`config.mk`:
```
export PLATFORM = sky130hd
export DESIGN_NAME = activation_backprop
export DESIGN_NICKNAME = d
export VERILOG_FILES = /design/src/rtl/activation_backprop_pkg.sv /design/src/rtl/activation_backprop_mask_fifo.sv /design/src/rtl/activation_backprop.sv
export SDC_FILE = /design/constraint.sdc
export NUM_CORES = 1
export LEC_CHECK = 0
export ABC_AREA = 1
export CORE_MARGIN = 2
export CORE_UTILIZATION = 44
export CTS_CLUSTER_DIAMETER = 80
export DETAILED_ROUTE_END_ITERATION = 6
export GPL_TIMING_DRIVEN = 0
export HOLD_SLACK_MARGIN = 0.12
export PLACE_DENSITY = 0.81
export SKIP_CTS_REPAIR_TIMING = 1
export SYNTH_ARGS = -nofsm -noshare
export SYNTH_HDL_FRONTEND = slang
export SYNTH_SLANG_ARGS = --single-unit
export TNS_END_PERCENT = 50
```
`constraint.sdc`:
```
create_clock -name CLK -period 2.7 [get_ports CLK]
set_clock_uncertainty 0.15 [all_clocks]
set_input_delay 0.54 -clock CLK [delete_from_list [all_inputs] [get_ports CLK]]
set_output_delay 0.54 -clock CLK [all_outputs]
set_load 0.05 [all_outputs]
```
`src/rtl/activation_backprop_pkg.sv`:
```
// Shared activation definitions used by the forward activation and its backward mask.
// af_mask gives the derivative bit recorded for one forward sample.
package activation_backprop_pkg;

   typedef enum logic [1:0] {
      Identity = 2'd0,
      ReLu     = 2'd1,
      Sigmoid  = 2'd2,
      Tanh     = 2'd3
   } af_control;

   // ReLU passes the gradient only where the pre-activation was non-negative.
   function automatic logic af_mask(input af_control ctl, input logic sign);
      return (ctl == ReLu) ? ~sign : 1'b0;
   endfunction

endpackage

```
`src/rtl/activation_backprop_mask_fifo.sv`:
```
// 1-bit wide mask FIFO with synchronous clear and an occupancy count.
// The caller guarantees push only when not full and pop only when not empty.
module activation_backprop_mask_fifo #(
   parameter int DEPTH = 16
) (
   input  logic                       clk,
   input  logic                       rst,
   input  logic                       clear,
   input  logic                       push,
   input  logic                       push_bit,
   input  logic                       pop,
   output logic                       pop_bit,
   output logic [$clog2(DEPTH+1)-1:0] count
);

   localparam int PW = $clog2(DEPTH);
   localparam int CW = $clog2(DEPTH+1);

   logic [DEPTH-1:0] mem;
   logic [PW-1:0]    wr_ptr;
   logic [PW-1:0]    rd_ptr;

   // NOTE: storage is not reset; only pointers and count are, so stale bits are never read.
   always_ff @(posedge clk) begin
      if (push) mem[wr_ptr] <= push_bit;
   end

   // NOTE: all sequential state uses non-blocking assignments to avoid update-order races.
   always_ff @(posedge clk) begin
      if (rst || clear) begin
         wr_ptr <= '0;
         rd_ptr <= '0;
         count  <= '0;
      end else begin
         if (push) wr_ptr <= wr_ptr + PW'(1);
         if (pop)  rd_ptr <= rd_ptr + PW'(1);
         case ({push, pop})
            2'b10:   count <= count + CW'(1);
            2'b01:   count <= count - CW'(1);
            default: count <= count;
         endcase
      end
   end

   assign pop_bit = mem[rd_ptr];

endmodule

```
`src/rtl/activation_backprop.sv`:
```
// Backward ReLU mask: records forward derivative bits and applies them in order
// to the gradient stream, widening each surviving gradient to accumulator width.
module activation_backprop
   import activation_backprop_pkg::*;
#(
   parameter int IP_DATA_WIDTH = 32,
   parameter int OP_DATA_WIDTH = 16,
   parameter int DEPTH         = 16
) (
   input  logic                       CLK,
   input  logic                       RST,
   input  af_control                  AF_CONTROL,
   input  logic                       CLEAR,
   input  logic                       FWD_VALID,
   input  logic                       FWD_SIGN,
   output logic                       FWD_READY,
   input  logic                       GRAD_VALID,
   input  logic [OP_DATA_WIDTH-1:0]   GRAD_DATA,
   output logic                       GRAD_READY,
   output logic                       OUT_VALID,
   output logic [IP_DATA_WIDTH-1:0]   OUT_DATA,
   input  logic                       OUT_READY,
   output logic [$clog2(DEPTH+1)-1:0] MASK_COUNT
);

   localparam int WIDTH_DIFFERENCE = IP_DATA_WIDTH - OP_DATA_WIDTH;
   localparam int CW = $clog2(DEPTH+1);
   localparam logic [CW-1:0] FULL_COUNT = CW'(DEPTH);

   logic                     push;
   logic                     pop;
   logic                     mask_bit;
   logic [IP_DATA_WIDTH-1:0] widened;
   logic [IP_DATA_WIDTH-1:0] result;

   // Readiness looks only at the current count; no same-cycle lookahead either way.
   assign FWD_READY  = !RST && !CLEAR && (MASK_COUNT != FULL_COUNT);
   assign GRAD_READY = !RST && !CLEAR && (MASK_COUNT != '0) && (!OUT_VALID || OUT_READY);
   assign push       = FWD_VALID && FWD_READY;
   assign pop        = GRAD_VALID && GRAD_READY;

   activation_backprop_mask_fifo #(
      .DEPTH(DEPTH)
   ) mask_fifo (
      .clk      (CLK),
      .rst      (RST),
      .clear    (CLEAR),
      .push     (push),
      .push_bit (af_mask(AF_CONTROL, FWD_SIGN)),
      .pop      (pop),
      .pop_bit  (mask_bit),
      .count    (MASK_COUNT)
   );

   // Zero-filled LSBs undo the forward MSB slice; sign is preserved in the top bits.
   assign widened = IP_DATA_WIDTH'(GRAD_DATA) << WIDTH_DIFFERENCE;
   assign result  = mask_bit ? widened : '0;

   always_ff @(posedge CLK) begin
      if (RST) begin
         OUT_VALID <= 1'b0;
         OUT_DATA  <= '0;
      end else if (CLEAR) begin
         OUT_VALID <= 1'b0;
      end else if (pop) begin
         OUT_VALID <= 1'b1;
         OUT_DATA  <= result;
      end else if (OUT_READY) begin
         OUT_VALID <= 1'b0;
      end
   end

endmodule
```
==> results of run 1 <==
==> how the worst max path moves through the flow <==
| stage | start | to | slack (ns) | cells after the start |
|---|---|---|---|---|
| finish | RST | mask_fifo.count[4] | -0.06 | 16 |
| CTS | RST | mask_fifo.count[4] | -0.55 | 17 |
| global route | CLEAR | mask_fifo.count[4] | -0.18 | 15 |
| global placement | RST | mask_fifo.count[4] | -0.75 | 17 |
| floorplan | RST | mask_fifo.count[4] | 0.04 | 16 |
| detailed placement | RST | mask_fifo.count[4] | -0.85 | 17 |
==> through the flow <==
stage / setup TNS [ns] / setup slack [ns] / cell area [um^2] / total power (W)
4_1_cts: -2.01 / -0.551 / 3130 / 0.00135
5_1_grt: -0.331 / -0.183 / 3260 / 0.00141
2_1_floorplan: 0 / 0.0426 / 2480 / 0.000894
3_3_place_gp: -2.94 / -0.749 / 3050 / 0.000958
6_report: -0.0580 / -0.0580 / 3260 / 0.00136
3_5_place_dp: -3.33 / -0.850 / 3050 / 0.000960
==> power by group through the flow <==
| stage | clock network [W] | registers (W) | logic (W) |
|---|---|---|---|
| 4_1_cts | 0.000408 | 0.000729 | 0.000216 |
| 2_1_floorplan | 0 | 0.000769 | 0.000124 |
| 6_report | 0.000401 | 0.000729 | 0.000227 |
| 3_3_place_gp | 0 | 0.000745 | 0.000213 |
| 3_5_place_dp | 0 | 0.000745 | 0.000215 |
| 5_1_grt | 0.000438 | 0.000730 | 0.000241 |
==> worst max-delay path, delay by kind of cell <==
kind                     cells  cell delay (ns)
AO/OA/AOI/OAI                3             0.41
adder cells (fa/ha/maj)      2             0.51
AND/OR/NAND/NOR              6             0.53
buffers and inverters        5             0.83
==> registers in the layout, indices dropped and copies added, names as in the netlist <==
register / cells
mask_fifo.count: 5
mask_fifo.mem: 16
OUT_VALID: 1
mask_fifo.wr_ptr: 4
OUT_DATA: 16
mask_fifo.rd_ptr: 4
==> layout by cell type (no fill, tap or decap), types with 2 or more instances in the layout <==
cell type and n:
nand2_1 55, clkdlybuf4s50_1 46, inv_1 32, buf_4 30, dfxtp_1 28, nor2_1 28, o21ai_0 22, a21oi_1 18
conb_1 16, edfxtp_1 16, nand3_1 10, a21oi_2 10, ha_1 8, nand2_2 7, clkbuf_8 5, nor2_4 3
buf_12 3, clkbuf_1 3, nand4_1 2, inv_2 2, o21ai_2 2, xor2_1 2, xnor2_1 2, nor3_1 2
dfxtp_2 2
==> routing by layer <==
layer / part of all wire (%) / routed length, um / GRT usage [%]
met3: 5.5 / 289 / 3.68
met5: 0 / 0 / 0
met4: 1.7 / 92 / 5.79
met2: 49 / 2580 / 29.2
met1: 44 / 2300 / 21.7
==> cells by family (layout without fill, tap and decap cells) <==
logic type | Yosys count | after routing | share of synthesized area (%)
buf+inv | 58 | 127 | 14.0
other cells | 1 | 16 | 0.155
simple gates | 112 | 112 | 20.8
compound gates | 55 | 55 | 13.3
flops | 46 | 46 | 44.8
xor+xnor | 4 | 4 | 1.45
fa+ha+maj | 10 | 10 | 5.50
==> cell type report <==
class / count / area [um^2] / share of cell area (%)
Buffer: 22 / 200 / 6.15
Clock buffer: 7 / 76.3 / 2.34
Clock inverter: 1 / 3.75 / 0.115
Inverter: 35 / 134 / 4.11
Multi-Input combinational cell: 197 / 1090 / 33.4
Sequential cell: 46 / 1080 / 33.3
Tap cell: 70 / 87.6 / 2.69
Timing Repair Buffer: 62 / 583 / 17.9
==> results.py, run 1 <==
metrics = {
    "sta": {
        "max_slew_margin_pct": 48.9,
        "fin_crit_sh_pct": 102,
        "rsz0062_at_grt": "yes",
        "fmax_ghz": 0.363,
        "tightest_slew_ns": 0.763,
        "final_hold_viol_count": 0,
        "worst_slack_ns": -0.0580,
        "drv_slew": 0,
        "finalSetupViolations": 1,
        "final.min_clock_period_ns": 2.76,
        "whs_ns": 0.367,
    },
    "setup_path": {
        "timing.critical_path.from_type": "primary input",
        "slowest_stage": "clkdlybuf4s50_1",
        "cp-end-kind": "flip-flop",
        "worstReg2RegStart": "mask_fifo.count[0]",
        "cp_slowest_stage_delay_ns": 0.46,
        "rr_worst_depth": 14,
        "path_cells": "clkdlybuf4s50_1, nor2_4, inv_4, nor2_4, nand3_4, inv_2, buf_12, ha_4, inv_1, fa_2, o21ai_2, a21o_1, nand2_1, nand2_1, nand2_1, a21oi_1",
        "r2r_slack_ns": 0.33,
        "timing.rr.end": "mask_fifo.count[4]",
        "critPathMaxFanout": 12,
        "critical_path_class": "in2reg",
        "crit_top_cell": "nand2_1",
        "worstPathArrival_ns": 2.83,
        "required_ns": 2.77,
    },
    "global_routing": {
        "grt_usage_pct": 17.2,
        "grt_max_degree": 17,
        "grt.overflow.total": 0,
        "grt_pass1_wl_um": 8350,
        "grt_pass1_vias": 1837,
        "antenna_found_initial": 0,
    },
    "pwr": {
        "seqPwrFrac_pct": 53.7,
        "power_density_nw_per_um2": 417,
        "internal-power_w": 0.000992,
        "irDropWorstVdd_v": 0.000257,
        "p_sw_w": 0.000364,
        "pwr-share-clk_pct": 29.5,
        "comb_power_share_pct": 16.7,
        "swShare_pct": 26.8,
        "leakage_nw": 1.39,
    },
    "clocking": {
        "cts_tree": "yes",
        "htree_levels": 2,
        "clk_pin_slew_worst_paths_ns": 0.08,
        "clock-sinks": 46,
        "insertion_delay_ns": 0.30,
        "cts.path.max_buffers": 2,
        "numCtsBuffers": 5,
        "root_buffer": "clkbuf_8",
    },
    "hold_path": {
        "worstHoldStart": "mask_fifo.wr_ptr[2]",
        "holdPathEnd": "mask_fifo.wr_ptr[2]",
        "min_path_type": "reg2reg",
        "min_path_cells": 2,
    },
    "job": {
        "drv_cap": 0,
    },
    "logic_synthesis": {
        "syn_inst": 286,
        "ys.flop_type": "dfxtp_1",
        "syn_area_per_cell_um2": 8.43,
        "synth_top_area_share_pct": 24.9,
        "async_reset_ff_share_pct": 0,
        "yosysSeqAreaShare_pct": 44.8,
        "synth-seq-cells": 46,
        "yosysUniqueCellTypes": 32,
        "syn_area_um2": 2410,
        "synth_commonest_cells": "nand2_1 (55), inv_1 (33), dfxtp_1 (30)",
        "ys.warnings.count": 0,
        "synth_top_area_cell": "dfxtp_1",
        "synth.most_common_cell": "nand2_1",
        "synth.area.top_cells": "dfxtp_1 (25%), edfxtp_1 (20%), nand2_1 (8.6%)",
        "synth-edff-count": 16,
    },
    "placed_design": {
        "dp.cells": 419,
        "dpl.hpwl_um": 3770,
        "io_buffers": 48,
        "gp_congestion": 0.827,
    },
    "cells_and_area": {
        "antennaDiodeCount": 0,
        "drive_above_1_share_pct": 20.3,
        "final_cells": 440,
        "n_fill_cell": 465,
        "area_growth_pct": 35.0,
        "final_nets": 404,
        "fin_util_pct": 62.5,
    },
    "status": {
        "outcome": "complete, but fails checks",
        "violations": "setup timing",
    },
    "floorplan": {
        "die_x_um": 78.0,
        "pin_count": 65,
        "die_area_um2": 6090,
        "initial_core_util_pct": 46.3,
        "core_um2": 5200,
        "fp.dieH_um": 78.0,
        "rows": 26,
    },
    "detailed_routing": {
        "drt_iter0_markers": 143,
        "drc_errors": 0,
        "viasPerCell": 4.71,
        "wl_per_cell_um": 12.0,
        "drt_pass1_iterations": 4,
        "wl_um": 5260,
        "via_count": 2072,
        "ant_nets": 0,
    },
}
No activity file was read; power rests on OpenSTA's default activity.
==> run 2: changes to the inputs <==
--- a/config.mk
+++ b/config.mk
@@ -7,12 +7,13 @@
 export LEC_CHECK = 0
 export ABC_AREA = 1
 export CORE_MARGIN = 2
-export CORE_UTILIZATION = 44
+export CORE_UTILIZATION = 50
 export CTS_CLUSTER_DIAMETER = 80
 export DETAILED_ROUTE_END_ITERATION = 6
+export DONT_BUFFER_PORTS = 1
 export GPL_TIMING_DRIVEN = 0
 export HOLD_SLACK_MARGIN = 0.12
-export PLACE_DENSITY = 0.81
+export PLACE_DENSITY = 0.72
 export SKIP_CTS_REPAIR_TIMING = 1
 export SYNTH_ARGS = -nofsm -noshare
 export SYNTH_HDL_FRONTEND = slang
==> results.py, run 2 (synthesis results as in run 1) <==
metrics = {
    "status": {
        "outcome": "completed",
    },
    "floorplan": {
        "die_area_um2": 5400,
        "pin_count": 65,
        "core_um2": 4690,
        "initial_core_util_pct": 51.4,
        "die_x_um": 73.5,
        "rows": 25,
        "fp.dieH_um": 73.5,
    },
    "sta": {
        "rsz0062_at_grt": "no",
        "drv_slew": 0,
        "final.min_clock_period_ns": 2.49,
        "finalSetupViolations": 0,
        "final_hold_viol_count": 0,
        "tightest_slew_ns": 0.811,
        "max_slew_margin_pct": 45.7,
        "fin_crit_sh_pct": 92.3,
        "fmax_ghz": 0.401,
    },
    "cells_and_area": {
        "n_fill_cell": 436,
        "area_growth_pct": 13.7,
        "final_cell_mix": "nand2_1 (55), inv_1 (32), nor2_1 (28)",
        "largestRegisters": "OUT_DATA (16), mask_fifo.mem (16), mask_fifo.count (5)",
        "layout_commonest_cell": "nand2_1",
        "antennaDiodeCount": 0,
        "register_area_um2": 1100,
        "multiInputGateArea_um2": 1080,
        "drive_above_1_share_pct": 23.1,
        "fin_util_pct": 58.5,
        "final_nets": 350,
    },
    "clocking": {
        "root_buffer": "clkbuf_8",
        "clock-sinks": 46,
        "numCtsBuffers": 5,
        "clk_pin_slew_worst_paths_ns": 0.09,
        "insertion_delay_ns": 0.30,
        "htree_levels": 2,
        "cts_tree": "yes",
        "cts.path.max_buffers": 2,
    },
    "detailed_routing": {
        "viasPerCell": 4.89,
        "via_count": 1810,
        "drt_pass1_iterations": 4,
        "drc_errors": 0,
        "wl_um": 4540,
        "drt_iter0_markers": 99,
        "ant_nets": 0,
        "wl_per_cell_um": 12.3,
    },
    "setup_path": {
        "cp-end-kind": "flip-flop",
        "required_ns": 2.78,
        "worstPathArrival_ns": 2.57,
        "path_cells": "inv_1, nor2_1, nor2_4, nand3_2, inv_2, buf_12, ha_4, ha_1, inv_1, o21ai_2, a21o_1, nand2_1, nand2_1, nand2_1, a21oi_1",
        "critPathMaxFanout": 11,
        "timing.critical_path.from_type": "flip-flop",
        "crit_top_cell": "nand2_1",
        "cp_top_family": "simple AND/OR/NAND/NOR gates",
        "critical_path_class": "reg2reg",
        "slowest_stage": "dfxtp_2",
        "worst-path-buf-inv": 4,
        "cp_slowest_stage_delay_ns": 0.50,
    },
    "pwr": {
        "power_density_nw_per_um2": 497,
        "leakage_nw": 1.18,
        "power_w": 0.00136,
        "irDropWorstVdd_v": 0.000333,
    },
    "placed_design": {
        "dpl.hpwl_um": 3300,
        "io_buffers": 0,
        "gp_congestion": 0.773,
    },
    "global_routing": {
        "grt_max_degree": 17,
        "grt_pass1_wl_um": 7020,
        "grt_pass1_vias": 1591,
        "grt.overflow.total": 0,
        "antenna_found_initial": 0,
        "grt_usage_pct": 17.2,
    },
    "hold_path": {
        "min_path_type": "in2reg",
    },
    "job": {
        "drv_cap": 0,
    },
}
-- run 2: cell types whose count changed in the layout (fill, tap and decap cells not counted), sizes merged --
| cell | previous run | this run |
|---|---|---|
| clkdlybuf4s50 | 46 | 0 |
| buf | 35 | 29 |
| clkinv | 1 | 0 |
| dlymetal6s2s | 1 | 0 |
-- run 2: report_power, final --
part	switching [W]	internal [W]
clock network	0.000230	0.000240
logic	0.0000998	0.0000426
registers	0.0000321	0.000719
total	0.000362	0.00100
-- run 2: through the flow --
step / hold WS (ns) / setup slack (ns) / setup TNS (ns) / cells / area [um^2]
2_1_floorplan: 0.326 / 0.0426 / 0 / 301 / 2480
3_3_place_gp: 0.349 / -0.299 / -0.496 / 355 / 2550
3_5_place_dp: 0.355 / -0.337 / -0.556 / 355 / 2550
4_1_cts: 0.199 / -0.331 / -0.522 / 363 / 2650
5_1_grt: 0.196 / 0.0112 / 0 / 370 / 2740
6_report: 0.209 / 0.207 / 0 / 370 / 2740
-- run 2: path summary, 6_finish.rpt --
path	start	slack, ns	cells after the start	to
hold / removal	GRAD_DATA[14]	0.21	2	OUT_DATA[30]
hold reg to reg	mask_fifo.wr_ptr[2]	0.37	2	mask_fifo.wr_ptr[2]
setup reg to reg	OUT_VALID	0.21	15	mask_fifo.count[4]
setup / recovery	OUT_VALID	0.21	15	mask_fifo.count[4]
-- run 2: cell type report --
type | count | share of cell area (%)
repair buffers | 8 | 2.19
flip-flops and latches | 46 | 40.1
inverters | 35 | 4.88
clock buffers | 8 | 3.69
plain buffers | 22 | 7.30
well taps | 54 | 2.46
multi-input cells | 197 | 39.4
-- run 2: layer usage --
metal / vias up / wire, um / GRT usage, %
li1: 947 / - / -
met1: 800 / 2020 / 20.9
met2: 56 / 2160 / 28.0
met3: 7 / 269 / 5.35
met4: 0 / 95 / 7.47
met5: - / 0 / 0
